### src/rtl/lmsm_seq_engine.sv
// Load/store-multiple sequencer: walks reg_mask lowest-to-highest, one req/ack memory transfer per set bit.
// Optional LMSM_BACK_TO_BACK_EN keeps mem_req high between transfers (SCAN only once after start).
module lmsm_seq_engine #(
  parameter  int DATA_W = 16,
  parameter  int ADDR_W = 16,
  parameter  int NREGS  = 8,
  localparam int IDX_W  = (NREGS > 1) ? $clog2(NREGS) : 1
) (
  input  logic              clk,
  input  logic              proc_rst,
  input  logic              start,
  input  logic              is_store,
  input  logic [NREGS-1:0]  reg_mask,
  input  logic [ADDR_W-1:0] base_addr,
  output logic              busy,
  output logic              done,
  output logic              mem_req,
  output logic              mem_we,
  output logic [ADDR_W-1:0] mem_addr,
  output logic [DATA_W-1:0] mem_wdata,
  input  logic [DATA_W-1:0] mem_rdata,
  input  logic              mem_ack,
  output logic [IDX_W-1:0]  rf_raddr,
  input  logic [DATA_W-1:0] rf_rdata,
  output logic              rf_we,
  output logic [IDX_W-1:0]  rf_waddr,
  output logic [DATA_W-1:0] rf_wdata
);

  typedef enum logic [1:0] {IDLE, SCAN, REQ, DONE} state_t;

  state_t             state;
  logic [NREGS-1:0]   mask_q;
  logic [ADDR_W-1:0]  addr_q;
  logic [IDX_W-1:0]   idx_q;
  logic               store_q;
  logic [DATA_W-1:0]  wdata_q;

  logic [IDX_W-1:0]   scan_idx;
  logic               scan_any;
  logic [NREGS-1:0]   nxt_mask;

  function automatic logic [IDX_W-1:0] lowest_set(input logic [NREGS-1:0] m);
    lowest_set = '0;
    for (int i = NREGS - 1; i >= 0; i--) begin
      if (m[i]) lowest_set = IDX_W'(i);
    end
  endfunction

  always_comb begin
    scan_idx = lowest_set(mask_q);
    scan_any = |mask_q;
    nxt_mask = mask_q & ~(NREGS'(1) << idx_q);
  end

`ifdef LMSM_BACK_TO_BACK_EN
  logic [IDX_W-1:0] nxt_idx;
  logic             nxt_any;

  always_comb begin
    nxt_idx = lowest_set(nxt_mask);
    nxt_any = |nxt_mask;
  end

  // While a transfer is pending the RF already reads the following register.
  assign rf_raddr = (state == SCAN) ? scan_idx :
                    (state == REQ)  ? nxt_idx  : idx_q;
`else
  assign rf_raddr = (state == SCAN) ? scan_idx : idx_q;
`endif

  always_ff @(posedge clk or negedge proc_rst) begin
    if (!proc_rst) begin
      state   <= IDLE;
      mask_q  <= '0;
      addr_q  <= '0;
      idx_q   <= '0;
      store_q <= 1'b0;
      wdata_q <= '0;
    end else begin
      case (state)
        IDLE: begin
          if (start) begin
            state   <= SCAN;
            mask_q  <= reg_mask;
            addr_q  <= base_addr;
            store_q <= is_store;
          end
        end
        SCAN: begin
          if (scan_any) begin
            state <= REQ;
            idx_q <= scan_idx;
            if (store_q) wdata_q <= rf_rdata;
          end else begin
            state <= DONE;
          end
        end
        REQ: begin
          if (mem_ack) begin
            mask_q <= nxt_mask;
            addr_q <= addr_q + 1'b1;
`ifdef LMSM_BACK_TO_BACK_EN
            if (nxt_any) begin
              idx_q <= nxt_idx;
              if (store_q) wdata_q <= rf_rdata;
            end else begin
              state <= DONE;
            end
`else
            state <= SCAN;
`endif
          end
        end
        DONE:    state <= IDLE;
        default: state <= IDLE;
      endcase
    end
  end

  // Outputs decode directly from registered state, so async reset clears them at once.
  assign busy      = (state != IDLE);
  assign done      = (state == DONE);
  assign mem_req   = (state == REQ);
  assign mem_we    = mem_req & store_q;
  assign mem_addr  = addr_q;
  assign mem_wdata = wdata_q;
  assign rf_we     = mem_req & mem_ack & ~store_q;
  assign rf_waddr  = idx_q;
  assign rf_wdata  = rf_we ? mem_rdata : '0;

endmodule
### config.mk
export PLATFORM = sky130hd
export DESIGN_NAME = lmsm_seq_engine
export DESIGN_NICKNAME = d
export VERILOG_FILES = /design/src/rtl/lmsm_seq_engine.sv
export SDC_FILE = /design/constraint.sdc
export NUM_CORES = 1
export LEC_CHECK = 0
export ABC_AREA = 1
export ABC_CLOCK_PERIOD_IN_PS = 2200
export CELL_PAD_IN_SITES_DETAIL_PLACEMENT = 1
export CELL_PAD_IN_SITES_GLOBAL_PLACEMENT = 1
export CORE_MARGIN = 4
export CORE_UTILIZATION = 32
export CTS_BUF_LIST = sky130_fd_sc_hd__clkbuf_2
export CTS_CLUSTER_SIZE = 24
export DETAILED_ROUTE_END_ITERATION = 7
export HOLD_SLACK_MARGIN = 0.15
export PLACE_DENSITY = 0.95
export SETUP_SLACK_MARGIN = 0.1
export SYNTH_ARGS = -nofsm -noshare
export SYNTH_HDL_FRONTEND = slang
export SYNTH_SLANG_ARGS = --single-unit
### constraint.sdc
create_clock -name clk -period 2.2 [get_ports clk]
set_input_delay 0.33 -clock clk [delete_from_list [all_inputs] [get_ports clk]]
set_output_delay 0.33 -clock clk [all_outputs]
set_load 0.05 [all_outputs]
==> metrics.md, run 1 <==
| Metric | Value |
|---|---|
| Starting density of the core | 0.3327 |
| Worst IR Drop VDD | 0.0007310 V |
| Fin crit period | 2.072 ns |
| TNS Setup | 0 ns |
| Antenna diodes | 0 |
| Worst Setup Path Type | flip-flop to primary output |
| Cell at the slowest stage of the critical path | dfrtp_2 |
| Data required time of the critical path | 1.87 ns |
| Post-synthesis xor/xnor area fraction | 0.003156 |
| CTS tree | built |
| Setup-failing EPs final | 0 |
| Synthesized cell area | 2775 um^2 |
| First-pass GRT wire length | 15660 um |
| Worst EP arrival | 1.74 ns |
| Non-filler cells, final | 628 |
| Worst path top cell family by delay | simple AND/OR/NAND/NOR gates |
| Area Growth Syn to Fin | 62.62% |
| Hpwl dp | 7328 um |
| Final Wtd Congestion | 0.8285 |
| ANT nets after route | 0 |
| Post-synthesis cell type count | 33 |
| Num CTS Buffers | 5 |
| H-tree depth | 2 |
| Multiplexer share of the synthesized area | 0 |
| DR pass1 iterations | 4 |
| Post-synthesis compound-gate area fraction | 0.1276 |
| Post-Synth Adder-Cell Area | 0.004509 |
| Largest family of logic cells by synthesized area | simple AND/OR/NAND/NOR gates |
| Max Clock Freq | 482.7 MHz |
| Via count | 3004 |
| Mean post-synth cell area | 7.008 um^2 |
| Worst setup margin | 0.1281 ns |
| Fin crit share | 0.9418 |
| Yosys reg bits | 46 |
| Layout Skew | 0.02923 ns |
| Final hold slack | 0.4338 ns |
| Pin count of the biggest net entering global routing | 47 |
| Worst Setup End Kind | primary output |
| Total chip power | 6.635 mW |
| Die H | 101.1 um |
| CTS Buffer Depth | 2 |
| Post-synthesis cell count | 396 |
| Die Area | 10230 um^2 |
| Max-slew violations | 0 |
| Setup repair after global routing missed its margin | yes |
| Max incr delay on CP | 0.49 ns |
| Simple-gate share of the synthesized area | 0.3021 |
| Antenna violations before repair | 0 |
| YS warnings | 0 |
| Syn_nets | 458 |
| Cell Chain, Critical Path | nor2_4, nand2_4, nor2_4, inv_8, nor2_4, buf_12 |
| DRC errors left | 0 |
| Slew margin rel. | 0.5878 |
| Dpl ws | 0.2543 ns |
| Initial drt markers | 119 |
| CP dominant cell by count | nor2_4 |
| Port-buffer cells | 119 |
| Final wirelength | 9729 um |
| Buf/Inv on CP | 2 |
| Outcome | complete, no violations |
| Fin nets | 584 |
| Pwr dens | 1470 nW/um^2 |
| Total GRT Usage | 0.1914 |
| Sequential share of the synthesized area | 0.4148 |
| WL/cell | 15.49 um |
| Clock latency on the worst-skew pair | 0.43 ns |
| Width of the die | 101.1 um |
| # IOs | 120 |
| LEAKAGE | 2.241 nW |
| Total grt overflow | 0 |
| CP Launch Type | flip-flop |
| Rows | 33 |
| Clk pin slew, worst setup/hold paths | 0.24 ns |
| Root Driver | clkbuf_2 |
| Vias in the first global route | 3273 |
| Max-cap violations | 0 |
| # clock sinks | 46 |
| CORE AREA | 8341 um^2 |
| Layout cells sized above 1 | 0.1721 |
| Placed Cells | 609 |
| Final Hold Fails | 0 |
| Worst Hold Class | primary input to flip-flop |
| Worst-path fanout max | 16 |
| Vias per cell | 4.783 |
| Slew @ Worst Pin | 0.6183 ns |
==> cells in the final DEF (no fill, tap or decap), types with 3 or more instances in the layout <==
cell             count
dfrtp_1             44
buf_6                3
nand3_1             27
nand4_1              3
nor3_1              11
nand2_1             98
buf_12              20
a21oi_2              3
clkbuf_2             7
dlygate4sd2_1       10
clkdlybuf4s50_1     76
o21ai_0             42
inv_1               73
nor2_2               3
o21ai_1              3
a21oi_1              7
dlymetal6s2s_1       8
nor2_1              21
inv_2                4
nor2_4              20
buf_4               12
==> cell type report <==
cell class / instances / area [um^2]
clock buffer: 6 / 30.03
fill: 1040 / 3827
timing repair buffer: 133 / 1508
sequential: 46 / 1154
inverter: 78 / 300.3
tap: 105 / 131.4
multi-input combinational: 258 / 1353
clock inverter: 2 / 37.54
==> per-layer routing <==
layer | up-vias | global-route usage | routed length [um]
met4 | 0 | 0.03783 | 76
met1 | 1452 | 0.2266 | 3964
met2 | 76 | 0.3647 | 5280
met5 | - | 0 | 0
li1 | 1472 | - | -
met3 | 4 | 0.02768 | 408
==> timing repair <==
item	4_1_cts	5_1_grt
resized for setup	25	28
hold buffers	1	0
buffers inserted	7	3
endpoints found under the setup margin	30	30
endpoints found under the hold margin	46	0
pin swaps	3	4
==> final timing paths <==
check,startpoint,end,slack (ns),cells past startpoint
min in group asynchronous,proc_rst,rf_waddr[0],0.48,3
max reg2reg,state[1],mem_addr[5],0.32,8
min reg2reg,mem_wdata[9],mem_wdata[9],0.52,2
min,rf_rdata[5],mem_wdata[5],0.43,3
max in group asynchronous,proc_rst,state[0],1.28,3
max,state[0],rf_wdata[4],0.13,6
==> tightest hold or removal path, stage by stage <==
cell	delay, ns
clkdlybuf4s50_1	0.39
inv_1	0.04
o21ai_0	0.07
==> registers in the layout, summed over array words and instances (netlist names) <==
register   count
mask_q         8
mem_addr      16
store_q        1
mem_wdata     16
rf_waddr       3
state          2
==> power by group <==
| part | switching, mW | internal, mW | leakage [nW] |
|---|---|---|---|
| combinational | 2.99 | 1.48 | 1.65 |
| sequential | 0.418 | 1.26 | 0.554 |
| clock | 0.294 | 0.196 | 0.0392 |
==> synth_stat cells <==
cell type | count | area (um^2)
nor2_2 | 3 | 18.77
buf_4 | 1 | 7.510
nand2_2 | 1 | 6.260
o21ai_2 | 1 | 8.760
o21ai_1 | 1 | 5.000
inv_1 | 74 | 277.8
nor3_1 | 11 | 55.05
buf_8 | 1 | 15.01
dfrtp_1 | 46 | 1151
clkbuf_2 | 1 | 5.000
clkbuf_1 | 2 | 7.510
o22ai_1 | 2 | 12.51
a31oi_2 | 1 | 12.51
nand2_4 | 2 | 22.52
nand3_2 | 1 | 10.01
o211ai_1 | 1 | 7.510
buf_2 | 3 | 15.01
o21ai_0 | 45 | 225.2
xnor2_1 | 1 | 8.760
nand3_1 | 28 | 140.1
or2_2 | 2 | 12.51
inv_2 | 4 | 15.01
o21bai_1 | 2 | 15.01
nand4_1 | 3 | 18.77
ha_1 | 1 | 12.51
a31oi_1 | 1 | 6.260
nor2_1 | 38 | 142.6
nor2_4 | 3 | 33.78
a21oi_1 | 7 | 35.03
nand2_1 | 99 | 371.6
buf_6 | 6 | 67.56
or2_1 | 1 | 6.260
a21oi_2 | 3 | 26.28
==> per-stage QoR <==
step / utilization / cell area [um^2]
global route: 0.5411 / 4513
floorplan: - / 2820
detailed placement: 0.5078 / 4235
global placement: 0.5078 / 4235
finish: 0.5411 / 4513
CTS: 0.5285 / 4408
==> cells by family (layout without fill, tap and decap cells) <==
| family | count (synthesis) | in the layout |
|---|---|---|
| AND/OR/NAND/NOR | 192 | 192 |
| AO/OA/AOI/OAI | 64 | 64 |
| buffers and inverters | 92 | 219 |
| adder cells (fa/ha/maj) | 1 | 1 |
| XOR/XNOR | 1 | 1 |
| flip-flops | 46 | 46 |
No activity file was read; power rests on OpenSTA's default activity.
==> inputs of run 2 (changes only) <==
Settings changed: CTS_CLUSTER_SIZE 24 to 16.
==> results of run 2 <==
Same layout as run 1: the final DEF is identical, and so are final timing and power.
